File: config.mk
export PLATFORM = sky130hd
export DESIGN_NAME = udma_lin_tx_responder
export DESIGN_NICKNAME = d
export VERILOG_FILES = /design/src/rtl/udma_lin_tx_responder.sv
export SDC_FILE = /design/constraint.sdc
export NUM_CORES = 1
export LEC_CHECK = 0
export CORE_MARGIN = 10
export CORE_UTILIZATION = 30
export CTS_BUF_LIST = sky130_fd_sc_hd__clkbuf_2 sky130_fd_sc_hd__clkbuf_4 sky130_fd_sc_hd__clkbuf_8
export CTS_CLUSTER_DIAMETER = 150
export CTS_CLUSTER_SIZE = 10
export DETAILED_ROUTE_END_ITERATION = 7
export PLACE_DENSITY_LB_ADDON = 0.1
export SYNTH_ARGS = -nofsm -noshare
export SYNTH_HDL_FRONTEND = slang
export SYNTH_SLANG_ARGS = --single-unit
File: constraint.sdc
create_clock -name sys_clk_i -period 4 [get_ports sys_clk_i]
set_input_delay 1 -clock sys_clk_i [delete_from_list [all_inputs] [get_ports sys_clk_i]]
set_output_delay 1 -clock sys_clk_i [all_outputs]
set_load 0.05 [all_outputs]
File: src/rtl/udma_lin_tx_responder.sv
// Single-channel uDMA linear TX responder: serves peripheral data requests by
// fetching words from L2 and returning right-aligned items over valid/ready.
module udma_lin_tx_responder #(
  parameter int L2_AWIDTH_NOAL = 19,
  parameter int TRANS_SIZE     = 20
) (
  input  logic                      sys_clk_i,
  input  logic                      rst_i,
  input  logic [L2_AWIDTH_NOAL-1:0] cfg_startaddr_i,
  input  logic [TRANS_SIZE-1:0]     cfg_size_i,
  input  logic                      cfg_continuous_i,
  input  logic                      cfg_en_i,
  input  logic                      cfg_clr_i,
  output logic                      cfg_en_o,
  output logic                      cfg_pending_o,
  output logic [L2_AWIDTH_NOAL-1:0] cfg_curr_addr_o,
  output logic [TRANS_SIZE-1:0]     cfg_bytes_left_o,
  input  logic                      req_i,
  output logic                      gnt_o,
  input  logic [1:0]                datasize_i,
  output logic [31:0]               data_o,
  output logic                      valid_o,
  input  logic                      ready_i,
  output logic                      mem_req_o,
  output logic [31:0]               mem_addr_o,
  input  logic                      mem_gnt_i,
  input  logic [31:0]               mem_rdata_i,
  input  logic                      mem_rvalid_i,
  output logic                      end_evt_o
);

  typedef enum logic [2:0] {IDLE, WAIT_REQ, MEM_REQ, MEM_WAIT, DATA} state_t;

  state_t                    state_reg;
  logic [L2_AWIDTH_NOAL-1:0] curr_addr_reg;
  logic [TRANS_SIZE-1:0]     bytes_left_reg;
  logic [L2_AWIDTH_NOAL-1:0] start_reg;
  logic [TRANS_SIZE-1:0]     size_reg;
  logic                      cont_reg;
  logic [L2_AWIDTH_NOAL-1:0] sh_start_reg;
  logic [TRANS_SIZE-1:0]     sh_size_reg;
  logic                      sh_cont_reg;
  logic                      pending_reg;
  logic                      en_reg;
  logic [1:0]                ds_reg;
  logic [31:0]               data_reg;
  logic                      valid_reg;
  logic                      gnt_reg;
  logic                      mem_req_reg;
  logic                      end_evt_reg;

  logic [2:0]            step_b;
  logic [TRANS_SIZE-1:0] left_next;
  logic                  handshake;
  logic                  done;
  logic                  shadow_hit;
  logic [31:0]           rdata_shift;
  logic [31:0]           rdata_masked;

  always_comb begin
    case (ds_reg)
      2'd0:    step_b = 3'd1;
      2'd1:    step_b = 3'd2;
      default: step_b = 3'd4;
    endcase
  end

  assign left_next  = (bytes_left_reg > TRANS_SIZE'(step_b)) ?
                      bytes_left_reg - TRANS_SIZE'(step_b) : '0;
  assign handshake  = (state_reg == DATA) && ready_i;
  // Completion: either an empty transfer waiting for requests, or the last handshake.
  assign done       = ((state_reg == WAIT_REQ) && (bytes_left_reg == '0)) ||
                      (handshake && (left_next == '0));
  assign shadow_hit = cfg_en_i && en_reg;

  assign rdata_shift = mem_rdata_i >> {curr_addr_reg[1:0], 3'b000};
  always_comb begin
    case (ds_reg)
      2'd0:    rdata_masked = {24'd0, rdata_shift[7:0]};
      2'd1:    rdata_masked = {16'd0, rdata_shift[15:0]};
      default: rdata_masked = rdata_shift;
    endcase
  end

  always_ff @(posedge sys_clk_i) begin
    if (rst_i) begin
      state_reg      <= IDLE;
      curr_addr_reg  <= '0;
      bytes_left_reg <= '0;
      start_reg      <= '0;
      size_reg       <= '0;
      cont_reg       <= 1'b0;
      sh_start_reg   <= '0;
      sh_size_reg    <= '0;
      sh_cont_reg    <= 1'b0;
      pending_reg    <= 1'b0;
      en_reg         <= 1'b0;
      ds_reg         <= 2'd0;
      data_reg       <= '0;
      valid_reg      <= 1'b0;
      gnt_reg        <= 1'b0;
      mem_req_reg    <= 1'b0;
      end_evt_reg    <= 1'b0;
    end else if (cfg_clr_i) begin
      state_reg      <= IDLE;
      en_reg         <= 1'b0;
      pending_reg    <= 1'b0;
      bytes_left_reg <= '0;
      valid_reg      <= 1'b0;
      mem_req_reg    <= 1'b0;
      gnt_reg        <= 1'b0;
      end_evt_reg    <= 1'b0;
    end else begin
      gnt_reg     <= 1'b0;
      end_evt_reg <= 1'b0;

      if (shadow_hit && !done) begin
        sh_start_reg <= cfg_startaddr_i;
        sh_size_reg  <= cfg_size_i;
        sh_cont_reg  <= cfg_continuous_i;
        pending_reg  <= 1'b1;
      end

      case (state_reg)
        IDLE: begin
          if (cfg_en_i) begin
            curr_addr_reg  <= cfg_startaddr_i;
            bytes_left_reg <= cfg_size_i;
            start_reg      <= cfg_startaddr_i;
            size_reg       <= cfg_size_i;
            cont_reg       <= cfg_continuous_i;
            en_reg         <= 1'b1;
            state_reg      <= WAIT_REQ;
          end
        end
        WAIT_REQ: begin
          if (bytes_left_reg != '0 && req_i) begin
            ds_reg      <= datasize_i;
            gnt_reg     <= 1'b1;
            mem_req_reg <= 1'b1;
            state_reg   <= MEM_REQ;
          end
        end
        MEM_REQ: begin
          if (mem_gnt_i) begin
            mem_req_reg <= 1'b0;
            state_reg   <= MEM_WAIT;
          end
        end
        MEM_WAIT: begin
          if (mem_rvalid_i) begin
            data_reg  <= rdata_masked;
            valid_reg <= 1'b1;
            state_reg <= DATA;
          end
        end
        DATA: begin
          if (ready_i) begin
            valid_reg      <= 1'b0;
            curr_addr_reg  <= curr_addr_reg + L2_AWIDTH_NOAL'(step_b);
            bytes_left_reg <= left_next;
            state_reg      <= WAIT_REQ;
          end
        end
        default: state_reg <= IDLE;
      endcase

      // Completion overrides the per-state updates above; an enable arriving in
      // the same cycle is treated as the newest queued transfer.
      if (done) begin
        end_evt_reg <= 1'b1;
        if (pending_reg || shadow_hit) begin
          curr_addr_reg  <= shadow_hit ? cfg_startaddr_i : sh_start_reg;
          bytes_left_reg <= shadow_hit ? cfg_size_i : sh_size_reg;
          start_reg      <= shadow_hit ? cfg_startaddr_i : sh_start_reg;
          size_reg       <= shadow_hit ? cfg_size_i : sh_size_reg;
          cont_reg       <= shadow_hit ? cfg_continuous_i : sh_cont_reg;
          pending_reg    <= 1'b0;
          state_reg      <= WAIT_REQ;
        end else if (cont_reg) begin
          curr_addr_reg  <= start_reg;
          bytes_left_reg <= size_reg;
          state_reg      <= WAIT_REQ;
        end else begin
          en_reg    <= 1'b0;
          state_reg <= IDLE;
        end
      end
    end
  end

  assign cfg_en_o         = en_reg;
  assign cfg_pending_o    = pending_reg;
  assign cfg_curr_addr_o  = curr_addr_reg;
  assign cfg_bytes_left_o = bytes_left_reg;
  assign gnt_o            = gnt_reg;
  assign data_o           = data_reg;
  assign valid_o          = valid_reg;
  assign mem_req_o        = mem_req_reg;
  assign end_evt_o        = end_evt_reg;
  assign mem_addr_o       = {{(32-L2_AWIDTH_NOAL){1'b0}}, curr_addr_reg[L2_AWIDTH_NOAL-1:2], 2'b00};

endmodule
== Word-level counts from Yosys, hierarchy flattened ==
Index checks and enable logic that the tools add are counted.

* Register bits after elaboration: 162
* Input bits: 82
* Output and inout port bits: 109
* Logic and storage cells: 116

* Add/sub/neg operators: 2
* Order comparisons: 1
* Equal/unequal tests: 14
* Shift operators: 1
* Multiplexer cells: 55
* Bitwise gates (word level): 2
* Reductions and logical operators: 24

{| class="wikitable"
|+ Operators with widths
! operator !! number
|-
| two-way mux 20 bit || 11
|-
| two-way mux 19 bit || 10
|-
| case mux 32 bit (2 select lines) || 1
|-
| zero test 20 bit || 2
|-
| case mux 20 bit (2 select lines) || 1
|-
| case mux 19 bit (2 select lines) || 1
|-
| >> shifter 32 x 5 -> 32 bit || 1
|-
| two-way mux 1 bit || 21
|-
| greater-than comparator 20 x 3 -> 1 bit || 1
|-
| nonzero test 20 bit || 1
|-
| subtractor 20 x 3 -> 20 bit || 1
|-
| adder 19 x 3 -> 19 bit || 1
|-
| two-way mux 3 bit || 6
|-
| case mux 3 bit (5 select lines) || 1
|-
| inequality test 3 bit (second input constant) || 4
|-
| AND reduction 3 bit || 4
|-
| equality test 3 x 2 -> 1 bit (second input constant) || 2
|-
| logical AND 1 bit || 6
|-
| inequality test 2 bit (second input constant) || 3
|-
| case mux 3 bit (2 select lines) || 1
|-
| AND reduction 5 bit || 1
|-
| case mux 1 bit (2 select lines) || 2
|-
| nonzero test 2 bit || 2
|-
| equality test 3 x 1 -> 1 bit (second input constant) || 1
|-
| other kinds (12) || 14
|}

== Depth between registers and ports, before layout ==
Gate-level depths: netlist of run 1.

* Word-level depth: 12
* Mapped depth: 14
* Mapped depth without buffers: 12

== Worst setup path after synthesis of run 1 ==
No wires, ideal clock.

* Kind: register to register
* From: reg bytes_left_reg[0], in the netlist cfg_bytes_left_o[0]
* To: reg size_reg[10]
* Setup time: 0.122 ns
* Arrival: 3.568 ns
* Required time: 3.878 ns
* Slack: 0.310 ns
* Stages on the path, launching flop included: 13
* Buffers on the path: 1
* Period minus slack after synthesis: 3.690 ns
* Cell sequence: dfxtp_1 -> inv_1 -> ha_1 -> fa_1 -> and2b_2 -> nor3_1 -> nor4b_1 -> nand3_2 -> nor4_2 -> a2111oi_4 -> or2_1 -> buf_6 -> a221o_1

* Longest elaborated chain between the ends: 6
* Elaborated cells on any way between the ends: 9
* Those cells by class: add/sub (1); order compare (1); mux (2); reduce/logical (5)

{| class="wikitable"
|+ RTL lines
! what !! line !! text
|-
| from (decl) || 36 || <nowiki>logic [TRANS_SIZE-1:0] bytes_left_reg;</nowiki>
|-
| from (signal assigned) || 128 || <nowiki>bytes_left_reg <= cfg_size_i;</nowiki>
|-
| from (signal assigned) || 161 || <nowiki>bytes_left_reg <= left_next;</nowiki>
|-
| from (signal assigned) || 174 || <nowiki>bytes_left_reg <= shadow_hit ? cfg_size_i : sh_size_reg;</nowiki>
|-
| subtractor 20 x 3 -> 20 bit or greater-than comparator 20 x 3 -> 1 bit (tied branches) || 69, 68 ||
|-
| two-way mux 20 bit || 68 || <nowiki>assign left_next = (bytes_left_reg > TRANS_SIZE'(step_b)) ?</nowiki>
|-
| zero test 20 bit || 73 || <nowiki>(handshake && (left_next == '0));</nowiki>
|-
| logical AND 1 bit || 73 ||
|-
| logical OR 1 bit * || 72 || <nowiki>assign done = ((state_reg == WAIT_REQ) && (bytes_left_reg == '0)) ||</nowiki>
|-
| two-way mux 20 bit * || 170 || <nowiki>if (done) begin</nowiki>
|-
| to (signal assigned) || 130 || <nowiki>size_reg <= cfg_size_i;</nowiki>
|-
| to (signal assigned) || 176 || <nowiki>size_reg <= shadow_hit ? cfg_size_i : sh_size_reg;</nowiki>
|-
| to (decl) || 38 || <nowiki>logic [TRANS_SIZE-1:0] size_reg;</nowiki>
|}

Every way passes the cells marked *; elsewhere a longest branch is shown, timed or not.
A chain may end at the register's enable or synchronous reset.

== Worst setup path after layout of run 1 ==
* From: reg ds_reg[0]
* To: reg size_reg[4]

* Longest elaborated chain between the ends: 8
* Elaborated cells on any way between the ends: 10
* Those cells by class: add/sub (1); order compare (1); eq/ne (1); mux (3); reduce/logical (4)

{| class="wikitable"
|+ RTL lines
! what !! line !! text
|-
| from (decl) || 45 || <nowiki>logic [1:0] ds_reg;</nowiki>
|-
| from (signal assigned) || 138 || <nowiki>ds_reg <= datasize_i;</nowiki>
|-
| equality test 2 x 1 -> 1 bit or zero test 2 bit (tied branches) || 61 || <nowiki>case (ds_reg)</nowiki>
|-
| case mux 3 bit (2 select lines) * || 61 ||
|-
| subtractor 20 x 3 -> 20 bit or greater-than comparator 20 x 3 -> 1 bit (tied branches) || 69, 68 ||
|-
| two-way mux 20 bit * || 68 ||
|-
| zero test 20 bit * || 73 ||
|-
| logical AND 1 bit * || 73 ||
|-
| logical OR 1 bit * || 72 ||
|-
| two-way mux 20 bit * || 170 ||
|}

Marks and branches as above.

==> results.toml, run 1 <==
[timing]
fin_tns_setup_ps = 0
slew_violations = 0
period_needed_ps = 3710
fin_hold_ws_ps = 455
worst_pin_slew_ps = 1060
finalClockSkew_ps = 20.0
finalSetupViolations = 0
fmax_mhz = 270
rsz0062_at_grt = "no"
hold_viol = 0
max_slew_margin_pct = 29.0
fin_crit_sh_pct = 92.8

[floorplan]
floorplan.rows = 68
dieWidth_um = 207
start_util_pct = 30.3
dieArea_sq_um = 42700
design.core.area_sq_um = 34500
ioPinCount = 191
die_h_um = 207

[synthesis]
postSynthAreaPerCell_sq_um = 7.72
syn-instance-count = 1352
synth_edf_count = 0
yosys.area.top_type = "dfxtp_1"
ys_seq_elements = 162
syn_area_sq_um = 10400
synth_top_area_share_pct = 31.1
synth_warnings = 0
async_reset_ff_share_pct = 0
synthFlopType = "dfxtp_1"
seq_area_frac_synth_pct = 31.1
synthTopCellsByArea = "dfxtp_1 (31%), mux2i_1 (6.6%), nand2_1 (6.2%)"
synth_cell_types = 86

[worst_setup_path]
rr_worst_depth = 12
end_kind = "flip-flop"
worstSetupStartpointType = "flip-flop"
crit_fanout = 11
slowest_delay_ps = 650
r2r_start = "ds_reg[0]$_SDFFE_PP0P_"
cp.arrival_ps = 4150
crit_path_top_delay_cell = "a2111oi_4"
critPathKind = "reg -> reg"
r2r_slack_ps = 290
cp.required_ps = 4440
r2r-end = "size_reg[4]$_SDFFE_PP0N_"
cp_cell_sequence = "nor2_1 -> ha_1 -> fa_1 -> nand2b_1 -> nand2_1 -> nor3_1 -> xor2_1 -> nor4_4 -> buf_4 -> a2111oi_4 -> or2_1 -> a221o_1"

[clock_network]
numCtsBuffers = 17
cts_buffer_depth = 2
cts_tree = "yes"
clk_pin_slew_ps = 90
worstSkewPairLatency_ps = 510
cts_sinks = 162
root_buffer = "clkbuf_8"
ctsHtreeMaxLevel = 4

[routing]
ant_nets = 0
wl_um = 41700
detail_route.wl_per_cell_um = 21.6
vias = 10541
dr.pass1.iters = 6
initialDrtViolationCount = 1010
drc_errors = 0
routed_via_density = 5.46

[place]
dp_cells = 1897
gp_congestion = 0.858
io_buffers = 175
dpl.hpwl_um = 30500

[global_routing]
grt_usage_pct = 19.0
grt_max_degree = 93
grt_antenna_before_repair = 0
first_global_vias = 9986
gr-total-overflow = 0
grt_pass1_wl_um = 62800

[power_and_ir_drop]
p_per_area_nw_per_um2 = 329
peakVddDrop_uv = 220
p_leak_uw = 0.00465

[layout]
largest_register_ff_count = 32
drive_above_1_share_pct = 8.20
area_delta_synth_final_pct = 23.4
n_fill_cell = 3642
n_antenna_cell = 0
area.sequential_sq_um = 3240
final_cells = 1931
final_cell_mix = "nand2_1 (173), clkdlybuf4s50_1 (173), dfxtp_1 (161)"
finalNetCount = 1554
multi_input_area_sq_um = 6360

[min_path]
hold_path_startpoint = "data_o[28]$_SDFFE_PP0P_"
hold-path-cell-count = 2
holdPathEnd = "data_o[28]$_SDFFE_PP0P_"
hp-class = "reg -> reg"

[run]
drv_cap = 0

[outcome]
status = "finished, final reports clean"
-- worst max path at each step --
stage,from,endpoint,slack [ps],cells after the start
final,ds_reg[0]$_SDFFE_PP0P_,size_reg[4]$_SDFFE_PP0N_,290,12
after global routing,ds_reg[0]$_SDFFE_PP0P_,size_reg[1]$_SDFFE_PP0N_,50,12
after CTS,ds_reg[0]$_SDFFE_PP0P_,size_reg[1]$_SDFFE_PP0N_,160,12
after detailed placement,ready_i,size_reg[1]$_SDFFE_PP0N_,160,9
after global placement,ready_i,size_reg[1]$_SDFFE_PP0N_,220,9
after floorplan,cfg_bytes_left_o[0]$_SDFF_PP0_,size_reg[10]$_SDFFE_PP0N_,310,12
-- per-stage QoR --
stage / worst slack, ps / util, % / area [sq um] / power [uW]
4_1_cts: 159 / 37.3 / 12900 / 4280
2_1_floorplan: 310 / - / 10500 / 2500
6_report: 290 / 37.4 / 12900 / 4240
3_3_place_gp: 222 / 36.1 / 12400 / 2870
3_5_place_dp: 162 / 36.1 / 12400 / 2870
5_1_grt: 50.2 / 37.4 / 12900 / 4440
-- critical path: cells and delay by family (launching register included) --
kind	cells	cell delay, ps
AND/OR/NAND/NOR	6	1390
AO/OA/AOI/OAI	2	860
buffers and inverters	1	190
XOR/XNOR	1	360
flip-flops	1	340
adder cells (fa/ha/maj)	2	520
-- repair_timing --
action	4_1_cts	5_1_grt
setup endpoints to repair	0	12
hold buffers	0	0
resized for setup	0	1
setup buffers	0	2
-- cells in the mapped netlist (20+ instances only) --
cell      number
buf_4         37
mux2i_1       69
a221o_1       23
nor3_1        27
nor2_1        63
a221oi_1      32
nand2b_1      81
nor2b_1       21
a211oi_1      20
nand2_1      173
o21ai_0       96
inv_1         43
clkbuf_1      77
o211ai_1      20
a21oi_1      103
nand3_1       65
dfxtp_1      162
-- cell families (layout without fill, tap and decap cells) --
logic type	count (synthesis)	count (layout)	synth area share [%]
other	1	15	0.0359
XOR/XNOR	9	9	0.827
buffers and inverters	187	297	8.69
AND/OR/NAND/NOR	507	507	25.3
multiplexers	69	69	6.61
flip-flops	162	162	31.1
AO/OA/AOI/OAI	408	408	26.3
adder cells (fa/ha/maj)	9	9	1.22
-- power by group --
group | internal [uW] | total (uW) | leakage (uW) | switching (uW)
clock | 697 | 1390 | 0.000222 | 698
combinational | 396 | 1090 | 0.00311 | 695
sequential | 1680 | 1760 | 0.00132 | 80.0
-- area by class of cell --
cell class,instances,share of cell area (%)
Multi-Input combinational cell,1017,49.4
Inverter,43,1.25
Timing Repair Buffer,222,16.4
Sequential cell,162,25.2
Tap cell,455,4.42
Clock inverter,14,1.57
Clock buffer,18,1.87
-- routing by layer --
| metal | GRT usage, % | wire (um) |
|---|---|---|
| met5 | 0 | 0 |
| met3 | 3.67 | 2850 |
| met2 | 27.9 | 18000 |
| met1 | 27.5 | 20200 |
| met4 | 5.37 | 616 |
(Power assumes the default switching activity.)
==> run 2: changes to the inputs <==
TNS_END_PERCENT = 5   (was unset)
==> results of run 2 <==
No change in the layout: final DEF, timing and power equal those of run 1.
==> run 3: changes to the inputs <==
CORE_ASPECT_RATIO = 1.5   (was unset)
SLEW_MARGIN = 5   (was unset)
==> run 3 against run 2 <==
Effect of this change:
- design area decreased by 0.39%
- sequential power about the same
- clock skew decreased by 4.2 ps
- first-iteration DRC count decreased by 26%
- maximum frequency increased by 1.2%
==> results.toml, run 3 (same netlist as run 1, synthesis figures left out) <==
[timing]
finalSetupViolations = 0
slew_violations = 0
period_needed_ps = 3670
fmax_mhz = 273
finalClockSkew_ps = 15.9
rsz0062_at_grt = "no"
setup_ws_ps = 333
fin_hold_ws_ps = 452
hold_viol = 0
max_slew_margin_pct = 23.5
fin_crit_sh_pct = 91.7
fin_tns_setup_ps = 0
worst_pin_slew_ps = 1150

[clock_network]
worstSkewPairLatency_ps = 500
cts_tree = "yes"
clk_pin_slew_ps = 90
root_buffer = "clkbuf_8"
cts_sinks = 162
ctsHtreeMaxLevel = 4
numCtsBuffers = 17
cts_buffer_depth = 2
cts_setup_buffers = 0

[layout]
area_delta_synth_final_pct = 23.0
n_fill_cell = 3636
largest_register_ff_count = 32
final_cell_mix = "nand2_1 (173), clkdlybuf4s50_1 (173), dfxtp_1 (162)"
finalNetCount = 1558
drive_above_1_share_pct = 8.07
postLayoutCellArea_sq_um = 12800
fin_util_pct = 37.5

[run]
drv_cap = 0

[floorplan]
design.core.area_sq_um = 34300
start_util_pct = 30.5
dieWidth_um = 172
floorplan.rows = 83
ioPinCount = 191
die_h_um = 249
dieArea_sq_um = 42800

[global_routing]
first_global_vias = 10549
gr-total-overflow = 0
grt_max_degree = 73
grt_pass1_wl_um = 65400
grt_usage_pct = 19.8
grt_antenna_before_repair = 3

[routing]
wl_um = 43500
detail_route.wl_per_cell_um = 22.9
initialDrtViolationCount = 750
drc_errors = 0
ant_nets = 0
routed_via_density = 5.58
dr.pass1.iters = 5
vias = 10605

[worst_setup_path]
cp.arrival_ps = 4110
critPathKind = "reg -> reg"
worstSetupStartpointType = "flip-flop"
cp.required_ps = 4440
rr_worst_depth = 12
crit_fanout = 11
end_kind = "flip-flop"

[power_and_ir_drop]
p_per_area_nw_per_um2 = 322
p_leak_uw = 0.00464
peakVddDrop_uv = 213

[place]
place_area_sq_um = 12500
dpl.hpwl_um = 31300
gp_congestion = 0.839
pre_cts_ws_ps = 207
io_buffers = 175

[outcome]
status = "finished, final reports clean"

[min_path]
hp-class = "reg -> reg"
hold-path-cell-count = 2
-- run 3: cell count changes in the layout (fill, tap and decap cells not counted), sizes merged --
cell / change
clkinv: -3
bufinv: -1
inv: -4
buf: +4
diode: +1
clkbuf: +3
-- run 3: path summary, 6_finish.rpt --
check,end,from,slack (ps)
worst min-delay path,data_o[25]$_SDFFE_PP0P_,data_o[25]$_SDFFE_PP0P_,450
worst max-delay path,size_reg[2]$_SDFFE_PP0N_,ds_reg[1]$_SDFFE_PP0P_,330
worst min register to register,data_o[25]$_SDFFE_PP0P_,data_o[25]$_SDFFE_PP0P_,450
worst max register to register,size_reg[2]$_SDFFE_PP0N_,ds_reg[1]$_SDFFE_PP0P_,330
-- run 3: worst max-delay path, stage by stage (launching register included) --
cell	delay (ps)
dfxtp_1	400
inv_1	80
nand2_1	110
inv_1	110
fa_1	450
nand2b_1	220
nand2_1	200
nor3_2	90
o32ai_1	430
nor4_4	130
a2111oi_4	680
or2_1	480
a221o_1	230
-- run 3: per-layer routing --
metal	global-route usage, %	up-vias	part of all wire (%)
li1	-	5075	-
met1	23.1	5102	41
met2	33.9	341	50
met3	3.72	83	5.1
met4	9.36	4	4.3
met5	0	-	0.034
-- run 3: repair_timing --
action	4_1_cts	5_1_grt
setup endpoints to repair	0	24
hold buffers	0	0
resized for setup	0	1
-- run 3: through the flow --
stage,std cells,power [uW]
5_1_grt,1901,4310
2_1_floorplan,1366,2500
6_report,1901,4130
4_1_cts,1900,4160
3_5_place_dp,1873,2880
3_3_place_gp,1873,2880
-- run 3: layout make-up --
class | count | area, sq um | area share [%]
multi-input combinational | 1017 | 6360 | 49.5
sequential | 162 | 3240 | 25.3
timing repair buffer | 226 | 2160 | 16.9
tap | 425 | 532 | 4.14
clock buffer | 21 | 264 | 2.06
inverter | 43 | 161 | 1.26
clock inverter | 6 | 111 | 0.867
antenna | 1 | 2.50 | 0.0195
-- run 3: where the power goes --
group | switching [uW] | total [uW] | internal [uW]
Sequential | 80.5 | 1760 | 1680
Clock | 660 | 1290 | 627
Combinational | 688 | 1090 | 398
